### config.mk
export PLATFORM = sky130hd
export DESIGN_NAME = result_uart_tx
export DESIGN_NICKNAME = d
export VERILOG_FILES = /design/src/rtl/result_uart_tx.sv
export SDC_FILE = /design/constraint.sdc
export NUM_CORES = 1
export LEC_CHECK = 0
export BUFFER_PORTS_ARGS = -buffer_cell sky130_fd_sc_hd__buf_2
export CAP_MARGIN = 20
export CORE_ASPECT_RATIO = 1.5
export CORE_MARGIN = 2
export CORE_UTILIZATION = 52
export CTS_CLUSTER_SIZE = 24
export DETAILED_ROUTE_END_ITERATION = 10
export GPL_TIMING_DRIVEN = 0
export PLACE_DENSITY_LB_ADDON = 0.05
export REMOVE_ABC_BUFFERS = 1
export SYNTH_ARGS = -nofsm -noshare
export SYNTH_HDL_FRONTEND = slang
export SYNTH_SLANG_ARGS = --single-unit
### constraint.sdc
create_clock -name clk -period 1.8 [get_ports clk]
set_input_delay 0.18 -clock clk [delete_from_list [all_inputs] [get_ports clk]]
set_output_delay 0.18 -clock clk [all_outputs]
set_load 0.005 [all_outputs]
### src/rtl/result_uart_tx.sv
// result_uart_tx -- sends a two-digit ASCII result over a UART 8N1 line.
//
// On an accepted start the block sends four characters back-to-back:
// tens digit, units digit, CR (0x0D), LF (0x0A). Any digit outside
// '0'..'9' is sent as '?' (0x3F). Each bit is held for CLKS_PER_BIT cycles.
//
// Optional feature (compile-time macro):
//   RESULT_TX_LZ_SUPPRESS_EN -- when defined, a (valid) tens digit of '0'
//   is not sent, so the sequence becomes units, CR, LF. The units digit
//   is always sent.
//
// Parameters:
//   CLKS_PER_BIT  clk cycles per UART bit (2..65535)
//
// Ports:
//   clk          system clock, rising edge
//   rstn         synchronous active-low reset
//   start        request to transmit; accepted only while busy=0
//   ascii_tens   tens digit (ASCII), captured on the accepting edge
//   ascii_units  units digit (ASCII), captured on the accepting edge
//   txd          registered serial output, idle high
//   busy         high while a transmission is in progress
//   done         one-cycle pulse when the last stop bit has completed

module result_uart_tx #(
    parameter int CLKS_PER_BIT = 868
) (
    input  logic       clk,
    input  logic       rstn,
    input  logic       start,
    input  logic [7:0] ascii_tens,
    input  logic [7:0] ascii_units,
    output logic       txd,
    output logic       busy,
    output logic       done
);

    typedef enum logic [1:0] {
        IDLE,
        START_BIT,
        DATA_BITS,
        STOP_BIT
    } state_t;

    localparam logic [15:0] BAUD_LAST = 16'(CLKS_PER_BIT - 1);
    localparam logic [7:0]  CHAR_CR   = 8'h0D;
    localparam logic [7:0]  CHAR_LF   = 8'h0A;
    localparam logic [7:0]  CHAR_BAD  = 8'h3F;

    state_t      state;
    logic [15:0] baud_cnt;
    logic [2:0]  bit_idx;
    logic [1:0]  char_idx;
    logic [7:0]  tens_q;
    logic [7:0]  units_q;

    // Replace anything that is not an ASCII decimal digit by '?'.
    function automatic logic [7:0] sanitize(input logic [7:0] c);
        return (c >= 8'h30 && c <= 8'h39) ? c : CHAR_BAD;
    endfunction

    logic [7:0] tens_clean;
    logic [7:0] units_clean;
    logic [1:0] first_char;

    assign tens_clean  = sanitize(ascii_tens);
    assign units_clean = sanitize(ascii_units);

    // Leading-zero suppression simply starts the sequence at the units
    // character. The test runs on the sanitised value so only a genuine
    // '0' is skipped.
`ifdef RESULT_TX_LZ_SUPPRESS_EN
    assign first_char = (tens_clean == 8'h30) ? 2'd1 : 2'd0;
`else
    assign first_char = 2'd0;
`endif

    // Character currently on the line, selected by the character index.
    logic [7:0] cur_char;
    always_comb begin
        cur_char = CHAR_LF;
        case (char_idx)
            2'd0:    cur_char = tens_q;
            2'd1:    cur_char = units_q;
            2'd2:    cur_char = CHAR_CR;
            default: cur_char = CHAR_LF;
        endcase
    end

    logic       bit_end;
    logic [2:0] bit_next;

    assign bit_end  = (baud_cnt == BAUD_LAST);
    assign bit_next = bit_idx + 3'd1;

    // txd is loaded one cycle ahead of each bit boundary decision, i.e. it
    // is written together with the state change, so the line changes
    // exactly on bit boundaries straight from a flop.
    always_ff @(posedge clk) begin
        if (!rstn) begin
            state    <= IDLE;
            baud_cnt <= '0;
            bit_idx  <= '0;
            char_idx <= '0;
            tens_q   <= '0;
            units_q  <= '0;
            txd      <= 1'b1;
            busy     <= 1'b0;
            done     <= 1'b0;
        end else begin
            done <= 1'b0;
            case (state)
                IDLE: begin
                    txd      <= 1'b1;
                    busy     <= 1'b0;
                    baud_cnt <= '0;
                    bit_idx  <= '0;
                    if (start) begin
                        tens_q   <= tens_clean;
                        units_q  <= units_clean;
                        char_idx <= first_char;
                        state    <= START_BIT;
                        txd      <= 1'b0;
                        busy     <= 1'b1;
                    end
                end

                START_BIT: begin
                    if (bit_end) begin
                        baud_cnt <= '0;
                        bit_idx  <= '0;
                        state    <= DATA_BITS;
                        txd      <= cur_char[0];
                    end else begin
                        baud_cnt <= baud_cnt + 16'd1;
                    end
                end

                DATA_BITS: begin
                    if (bit_end) begin
                        baud_cnt <= '0;
                        if (bit_idx == 3'd7) begin
                            state <= STOP_BIT;
                            txd   <= 1'b1;
                        end else begin
                            bit_idx <= bit_next;
                            txd     <= cur_char[bit_next];
                        end
                    end else begin
                        baud_cnt <= baud_cnt + 16'd1;
                    end
                end

                STOP_BIT: begin
                    if (bit_end) begin
                        baud_cnt <= '0;
                        if (char_idx == 2'd3) begin
                            // Last character finished: the done cycle is
                            // also an idle cycle, so a start here is taken.
                            state <= IDLE;
                            busy  <= 1'b0;
                            done  <= 1'b1;
                            txd   <= 1'b1;
                        end else begin
                            char_idx <= char_idx + 2'd1;
                            state    <= START_BIT;
                            txd      <= 1'b0;
                        end
                    end else begin
                        baud_cnt <= baud_cnt + 16'd1;
                    end
                end

                default: begin
                    state <= IDLE;
                    txd   <= 1'b1;
                    busy  <= 1'b0;
                end
            endcase
        end
    end

endmodule
-- Word-level counts from Yosys, hierarchy flattened
Index checks and enable logic that the tools add are counted.
W data, S select, Z words.
- register bits after elaboration: 42
- output and inout port bits: 3
- word-level logic and storage cells: 80
- mux-type cells: 33
- eq/ne operators: 16
- $lt $le $gt $ge: 5
- reductions and logical operators: 14
- $add $sub $neg: 3
- operators by type and width (kind ; number):
    $pmux W16 S2 ; 1
    $pmux W8 S3 ; 1
    $add A16 B1 Y16 const B ; 1
    $eq A16 B10 Y1 const B ; 1
    $ge A8 B6 Y1 const B ; 2
    $le A8 B6 Y1 const B ; 2
    $mux W16 ; 1
    $mux W2 ; 8
    $mux W8 ; 2
    $ne A2 B2 Y1 const B ; 8
    $mux W1 ; 11
    $mux W3 ; 3
    $pmux W3 S3 ; 1
    $reduce_and A3 Y1 ; 3
    $eq A2 B2 Y1 const B ; 4
    $pmux W2 S4 ; 1
    $reduce_and A4 Y1 ; 2
    $reduce_and A5 Y1 ; 1
    $eq A2 B1 Y1 const B ; 2
    $logic_not A2 Y1 ; 2
    $lt A3 B4 Y1 const B ; 1
    $pmux W1 S4 ; 1
    $pmux W2 S2 ; 1
    $add A3 B1 Y3 const B ; 1
    other kinds (9) ; 10

-- Logic depth before layout (Yosys ltp)
Gate-level depths: netlist of run 1.
- depth after elaboration: 7
- depth in mapped cells: 8
- depth with buffers taken out: 7

-- Least setup slack after synthesis of run 1
No wires, ideal clock.
- path type: flip-flop to flip-flop
- from: register char_idx[0]
- to: register txd
- arrival time: 1.711 ns
- buffers on the path: 1
- stages on the path, launching flop included: 9
- setup slack: -0.045 ns
- path through: dfxtp_1 inv_1 ha_1 clkbuf_1 a221oi_1 a21oi_1 o31a_1 a2111oi_0 a21oi_1
- longest elaborated chain between the ends: 7
- elaborated cells between the ends (all ways): 13
- classes of those cells: 3 x eq/ne; 9 x mux; 1 x reduce/logical
- RTL lines (element ; line ; RTL):
    start: declaration ; 53 ; logic [1:0] char_idx;
    start signal: assignment ; 121 ; char_idx <= first_char;
    start signal: assignment ; 165 ; char_idx <= char_idx + 2'd1;
    $eq A2 B2 Y1 (tied with other cells) ; 82 ; case (char_idx)
    $pmux W8 S3 ; 82 ;
    $bmux W1 S3 ; 147 ; txd <= cur_char[bit_next];
    $mux W1 (not written as such) ; 147 ;
    $mux W1 ; 142 ; if (bit_idx == 3'd7) begin
    $mux W1 ; 140 ; if (bit_end) begin
    $pmux W1 S4 * ; 112 ; case (state)
    end signal: assignment ; 133 ; txd <= cur_char[0];
    end signal: assignment ; 147 ;
    end: declaration ; 33 ; output logic txd,
Mark *: on every way between the ends. The rest lies on a longest branch, timed or not. The select of a mux whose other input is x is not followed.
A chain may end at the register's enable or synchronous reset.

-- Worst setup path in the final report of run 1
- from: register baud_cnt[1]
- to: register bit_idx[0]
- longest elaborated chain between the ends: 3
- elaborated cells between the ends (all ways): 4
- classes of those cells: 3 x eq/ne; 1 x reduce/logical
- RTL lines (element ; line ; RTL):
    start: declaration ; 51 ; logic [15:0] baud_cnt;
    start signal: assignment ; 135 ; baud_cnt <= baud_cnt + 16'd1;
    start signal: assignment ; 150 ; baud_cnt <= baud_cnt + 16'd1;
    start signal: assignment ; 170 ; baud_cnt <= baud_cnt + 16'd1;
    $eq A16 B10 Y1 * ; 93 ; assign bit_end = (baud_cnt == BAUD_LAST);
    $ne A2 B2 Y1 (no line) ; n/a ;
    $reduce_and A4 Y1 (no line) * ; n/a ;
    end signal: assignment ; 146 ; bit_idx <= bit_next;
    end: declaration ; 52 ; logic [2:0] bit_idx;
Mark *: on every way between the ends. The rest lies on a longest branch, timed or not.

==> results of run 1 <==
metal layers:
metal	vias to the layer above	share of wire (%)	wire length [um]	track usage, %
met4	0	1.9	82	8.33
met5	-	0	0	0
met2	28	53	2230	34.1
met3	10	3.9	165	5.76
met1	787	42	1760	20.3
li1	892	-	-	-
state kept, by name, summed over array words and instances (netlist names):
| signal | cells |
|---|---|
| done | 1 |
| busy | 1 |
| bit_idx | 3 |
| char_idx | 2 |
| units_q | 8 |
| tens_q | 8 |
| state | 2 |
| baud_cnt | 16 |
| txd | 1 |
power by group through the flow:
stage               clock network, mW  logic, mW  registers, mW
floorplan                           0      0.561           1.13
global placement                    0      0.729           1.15
detailed placement                  0      0.735           1.15
CTS                             0.733      0.765           1.14
global route                    0.771      0.930           1.16
finish                          0.721      0.837           1.15
timing repair:
item,CTS,global route
pin swaps,2,9
endpoints found under the setup margin,27,28
setup buffers,1,8
resized for setup,21,12
worst paths after layout:
path                             end              startpoint  cells past startpoint  slack, ns
max reg2reg  bit_idx[0]$_SDFFE_PN0P_  baud_cnt[1]$_SDFF_PP0_                      6       0.04
min          units_q[3]$_SDFFE_PN0P_          ascii_units[3]                      3       0.13
max          bit_idx[0]$_SDFFE_PN0P_  baud_cnt[1]$_SDFF_PP0_                      6       0.04
min reg2reg   baud_cnt[0]$_SDFF_PP0_  baud_cnt[0]$_SDFF_PP0_                      1       0.44
through the flow:
| step | cells | power, mW | setup WS (ns) | TNS [ns] |
|---|---|---|---|---|
| final | 303 | 2.70 | 0.0386 | 0 |
| after global routing | 303 | 2.86 | -0.0523 | -0.214 |
| after CTS | 295 | 2.64 | 0.0145 | 0 |
| after detailed placement | 286 | 1.89 | -0.242 | -2.52 |
| after global placement | 286 | 1.88 | -0.225 | -1.78 |
| after floorplan | 220 | 1.69 | 0.0130 | 0 |
final cells by class:
type / instances / area share, %
multi-input cells: 165 / 51.2
flip-flops and latches: 42 / 33.7
repair buffers: 30 / 6.80
clock buffers: 7 / 3.01
well taps: 45 / 2.22
inverters: 13 / 1.92
clock inverters: 1 / 1.18
worst max-delay path, cell delays in order (launching register included):
cell	delay [ns]
dfxtp_2	0.36
ha_4	0.15
nor4b_4	0.25
nand4_1	0.19
o22a_1	0.25
o21a_1	0.20
mux2_4	0.26
synthesized netlist by cell type, types with 2 or more instances:
library cell | count | area (sq um)
a21oi_1 | 9 | 45.0
a221oi_1 | 6 | 52.6
a22o_1 | 2 | 17.5
a22oi_1 | 3 | 22.5
and2_1 | 2 | 12.5
and3_1 | 6 | 37.5
and4_1 | 3 | 26.3
buf_2 | 2 | 10.0
clkbuf_1 | 9 | 33.8
dfxtp_1 | 42 | 841
ha_1 | 13 | 163
inv_1 | 13 | 48.8
mux2i_1 | 3 | 30.0
nand2_1 | 17 | 63.8
nand3_1 | 13 | 65.1
nand4_1 | 2 | 12.5
nor2_1 | 18 | 67.6
nor2b_1 | 2 | 12.5
nor3_1 | 6 | 30.0
nor3b_1 | 2 | 15.0
nor4b_4 | 2 | 47.6
o21a_1 | 7 | 52.6
o21ai_0 | 9 | 45.0
o221a_2 | 6 | 67.6
o31a_1 | 2 | 17.5
o31ai_1 | 2 | 15.0
or3_1 | 3 | 18.8
xnor2_1 | 4 | 35.0
xor2_1 | 7 | 61.3
kinds of logic after synthesis:
family,synth area share [%]
simple gates,21.0
compound gates,20.5
flops,39.5
buf+inv,4.70
fa+ha+maj,7.64
xor+xnor,4.53
mux,2.12
==> results.cfg, run 1 <==
[power_and_ir_drop]
p_leak_nw = 0.962
p_int_mw = 1.87
pwr-share-comb_pct = 31.0
seqPwrFrac_pct = 42.4
powerDensity_nw_per_um2 = 1070
p_sw_uw = 837
pwr-share-clk_pct = 26.7
vdd_drop_max_mv = 0.871
p_sw_share_pct = 30.9

[place]
placed_area_sq_um = 2240
gp_congestion = 0.749
numPortBuffers = 21
hpwl_um = 2950

[finish]
fill_cells = 338
final_cell_mix = dfxtp_1, buf_2, nor2_1, nand2_1, nand3_1
register_area_sq_um = 855
multiInputGateArea_sq_um = 1300
final_net_count = 289
fin_util_pct = 64.7
diodes = 0
final_area_sq_um = 2540
final_common_cell = dfxtp_1
area_growth_pct = 19.3
drive_gt1_share_pct = 27.1

[synth]
synth-edff-count = 0
ys_ff_latch = 42
ys_seq_area_share_pct = 39.5
synth_cells = 232
synth_flop_cell = dfxtp_1
synth_cell_types = 46
async_flop_share_pct = 0
syn_area_per_cell_sq_um = 9.17
syn_area_sq_um = 2130
yosys_warnings = 0

[global_route]
grt_pass1_vias = 1487
grt_overflow = 0
grt_max_degree = 31
antenna_found_initial = 0
grt_usage_pct = 18.9
grt_first_pass_wirelength_um = 6660

[routing]
wirelength_um = 4240
drtIter0Drc = 41
drc_errors = 0
routedWlPerCell_um = 14.0
routed_via_density = 5.67
firstDrtPassIters = 4
drtAntennaViolNets = 0
vias = 1717

[critical_path]
critPathArrivalTime_ns = 1.94
crit_path_end_kind = flop
path_class = reg2reg
crit_required_ns = 1.98
cp_max_fo = 3
start_kind = flop

[sta]
setup_viol = 0
tightest_slew_ns = 0.636
relSlewSlack_pct = 57.5
slew_viol_final = 0
fmax_mhz = 568
hold_ws_ns = 0.127
finClkSkew_ns = 0.00902
rsz0062_at_grt = yes
period_needed_ns = 1.76
finalCritPeriodShare_pct = 97.9
hold_violations = 0

[clocking]
clk_path_buf_depth = 2
numCtsBuffers = 5
tritoncts = built
cts_root_buf = clkbuf_8
clk_pin_slew_worst_paths_ns = 0.08
clock_latency_ns = 0.29
cts_max_level = 2
cts_hold_buf = 0
clkSinkCount = 42

[die]
die_area_sq_um = 4630
placement_rows = 28
die_h_um = 82.4
pin_count = 22
die_w_um = 56.2
start_util_pct = 54.2
coreArea_sq_um = 3920

[worst_hold_path]
min-delay-path-class = in2reg

[run_status]
status = complete, no violations

[flow_run]
maxCapViolCount = 0
No activity file was read; power rests on OpenSTA's default activity.
==> run 2: changes to the inputs <==
GPL_TIMING_DRIVEN = unset   (was 0)
==> run 2 against run 1 <==
Effect of this change: critical path depth is 2 higher; hold slack got worse by 0.022 ns; flip-flop and latch count unchanged; sequential share of layout area shrank 1.5 points; design area rose by 4.3%; critical path type unchanged; worst setup slack worse by 0.0046 ns; clock-buffer cell count shrank 2; utilization rose by 2.8 points; clock skew rose by 0.0013 ns.
==> results.cfg, run 2 (synthesis results as in run 1) <==
[routing]
routed_via_density = 5.69
drtIter0Drc = 71
firstDrtPassIters = 4
drc_errors = 0
vias = 1827
routedWlPerCell_um = 14.4
wirelength_um = 4630
drtAntennaViolNets = 0

[die]
die_w_um = 56.2
die_area_sq_um = 4630
coreArea_sq_um = 3920
start_util_pct = 54.2
placement_rows = 28
pin_count = 22
die_h_um = 82.4

[clocking]
tritoncts = built
cts_root_buf = clkbuf_8
numCtsBuffers = 5
cts_max_level = 2
clock_latency_ns = 0.31
clkSinkCount = 42
clk_path_buf_depth = 2
cts_hold_buf = 0
clk_pin_slew_worst_paths_ns = 0.09

[power_and_ir_drop]
pwr-share-clk_pct = 23.7
p_sw_share_pct = 34.4
powerDensity_nw_per_um2 = 1020
seqPwrFrac_pct = 41.8
p_leak_nw = 1.05
pwr-share-comb_pct = 34.5
p_int_mw = 1.78
p_sw_uw = 934
vdd_drop_max_mv = 0.801

[sta]
finalCritPeriodShare_pct = 98.1
relSlewSlack_pct = 78.4
finClkSkew_ns = 0.0103
period_needed_ns = 1.77
slew_viol_final = 0
tightest_slew_ns = 0.322
hold_violations = 0
setup_viol = 0
fmax_mhz = 566
rsz0062_at_grt = yes

[critical_path]
r2r-end = txd$_SDFFE_PN1P_
path_class = reg2reg
worst-r2r-cell-count = 8
rrSetupSlack_ns = 0.03
r2r_start = char_idx[0]$_SDFFE_PN0P_
start_kind = flop
crit_required_ns = 1.98
cp_max_fo = 7
critPathArrivalTime_ns = 1.95
crit_path_end_kind = flop

[finish]
largest_reg_flops = 16
fin_cells = 321
final_area_sq_um = 2650
multiInputGateArea_sq_um = 1290
reg_top3 = baud_cnt (16), tens_q (8), units_q (8)
final_cell_mix = dfxtp_1, buf_4, buf_2, nor2_1, nand2_1
top_register = baud_cnt
area_growth_pct = 24.4
final_net_count = 307
register_area_sq_um = 851
fill_cells = 342
diodes = 0
drive_gt1_share_pct = 31.9
final_common_cell = dfxtp_1

[worst_hold_path]
hold_depth = 3
worstHoldStart = ascii_tens[3]
min-delay-path-class = in2reg
hold_end = tens_q[3]$_SDFFE_PN0P_

[global_route]
grt_first_pass_wirelength_um = 7450
grt_max_degree = 19
grt_usage_pct = 20.7
grt_overflow = 0
grt_pass1_vias = 1697
antenna_found_initial = 0

[place]
hpwl_um = 3410
dp.cells = 312
numPortBuffers = 21
gp_congestion = 0.823
placed_area_sq_um = 2430

[run_status]
status = complete, no violations

[flow_run]
maxCapViolCount = 0
-- run 2: cell types whose count changed in the layout (fill, tap and decap cells not counted), sizes merged --
cell / before / now
buf: 30 / 48
clkbuf: 7 / 5
inv: 13 / 14
bufinv: 1 / 0
clkinvlp: 0 / 1
clkinv: 0 / 1
-- run 2: how the worst max path moves through the flow --
stage	startpoint	endpoint	slack, ns	cells after the start
2_1_floorplan	char_idx[1]$_SDFFE_PN0P_	txd$_SDFFE_PN1P_	0.01	7
3_3_place_gp	bit_idx[0]$_SDFFE_PN0P_	txd$_SDFFE_PN1P_	-0.03	7
3_5_place_dp	bit_idx[0]$_SDFFE_PN0P_	txd$_SDFFE_PN1P_	-0.13	7
4_1_cts	char_idx[0]$_SDFFE_PN0P_	txd$_SDFFE_PN1P_	-0.007	7
5_1_grt	char_idx[0]$_SDFFE_PN0P_	txd$_SDFFE_PN1P_	-0.05	8
6_report	char_idx[0]$_SDFFE_PN0P_	txd$_SDFFE_PN1P_	0.03	8
-- run 2: power groups by stage --
stage / Clock [mW] / Sequential [mW] / Combinational [mW]
4_1_cts: 0.651 / 1.12 / 0.903
2_1_floorplan: 0 / 1.13 / 0.561
5_1_grt: 0.689 / 1.15 / 1.04
3_5_place_dp: 0 / 1.14 / 0.888
6_report: 0.643 / 1.13 / 0.935
3_3_place_gp: 0 / 1.14 / 0.872
-- run 2: timing repair --
item | in CTS | in global routing
endpoints found under the hold margin | 0 | 0
buffers inserted | 0 | 1
setup endpoints to repair | 3 | 12
gates resized for setup | 6 | 22
pin swaps | 1 | 9
-- run 2: layer usage --
| layer | vias up | GRT usage (%) | share of wire [%] |
|---|---|---|---|
| li1 | 928 | - | - |
| met1 | 853 | 22.9 | 41 |
| met2 | 35 | 39.4 | 53 |
| met3 | 11 | 2.80 | 3.4 |
| met4 | 0 | 9.05 | 2.3 |
| met5 | - | 0 | 0 |
-- run 2: worst max-delay path, cell delays in order (launching register included) --
cell and delay, ns:
dfxtp_4 0.38, inv_1 0.08, ha_4 0.19, buf_4 0.15
a22oi_1 0.14, a211o_1 0.18, o31ai_2 0.08, a2111oi_2 0.38
a21oi_1 0.07
-- run 2: metrics by stage --
step	setup slack (ns)	setup TNS, ns	utilization [%]	total power [mW]	hold WS [ns]
final	0.0340	0	67.5	2.71	0.105
after global routing	-0.0526	-0.0997	67.5	2.88	0.114
after CTS	-0.00745	-0.00745	64.8	2.68	0.104
after detailed placement	-0.127	-0.127	62.0	2.03	0.433
after global placement	-0.0278	-0.0278	62.0	2.01	0.427
after floorplan	0.0130	0	-	1.69	0.298
-- run 2: layout make-up --
cell class | count | share of cell area, %
Clock buffer | 5 | 2.60
Tap cell | 45 | 2.13
Clock inverter | 3 | 0.945
Multi-Input combinational cell | 165 | 48.7
Sequential cell | 42 | 32.1
Inverter | 13 | 1.84
Timing Repair Buffer | 48 | 11.6
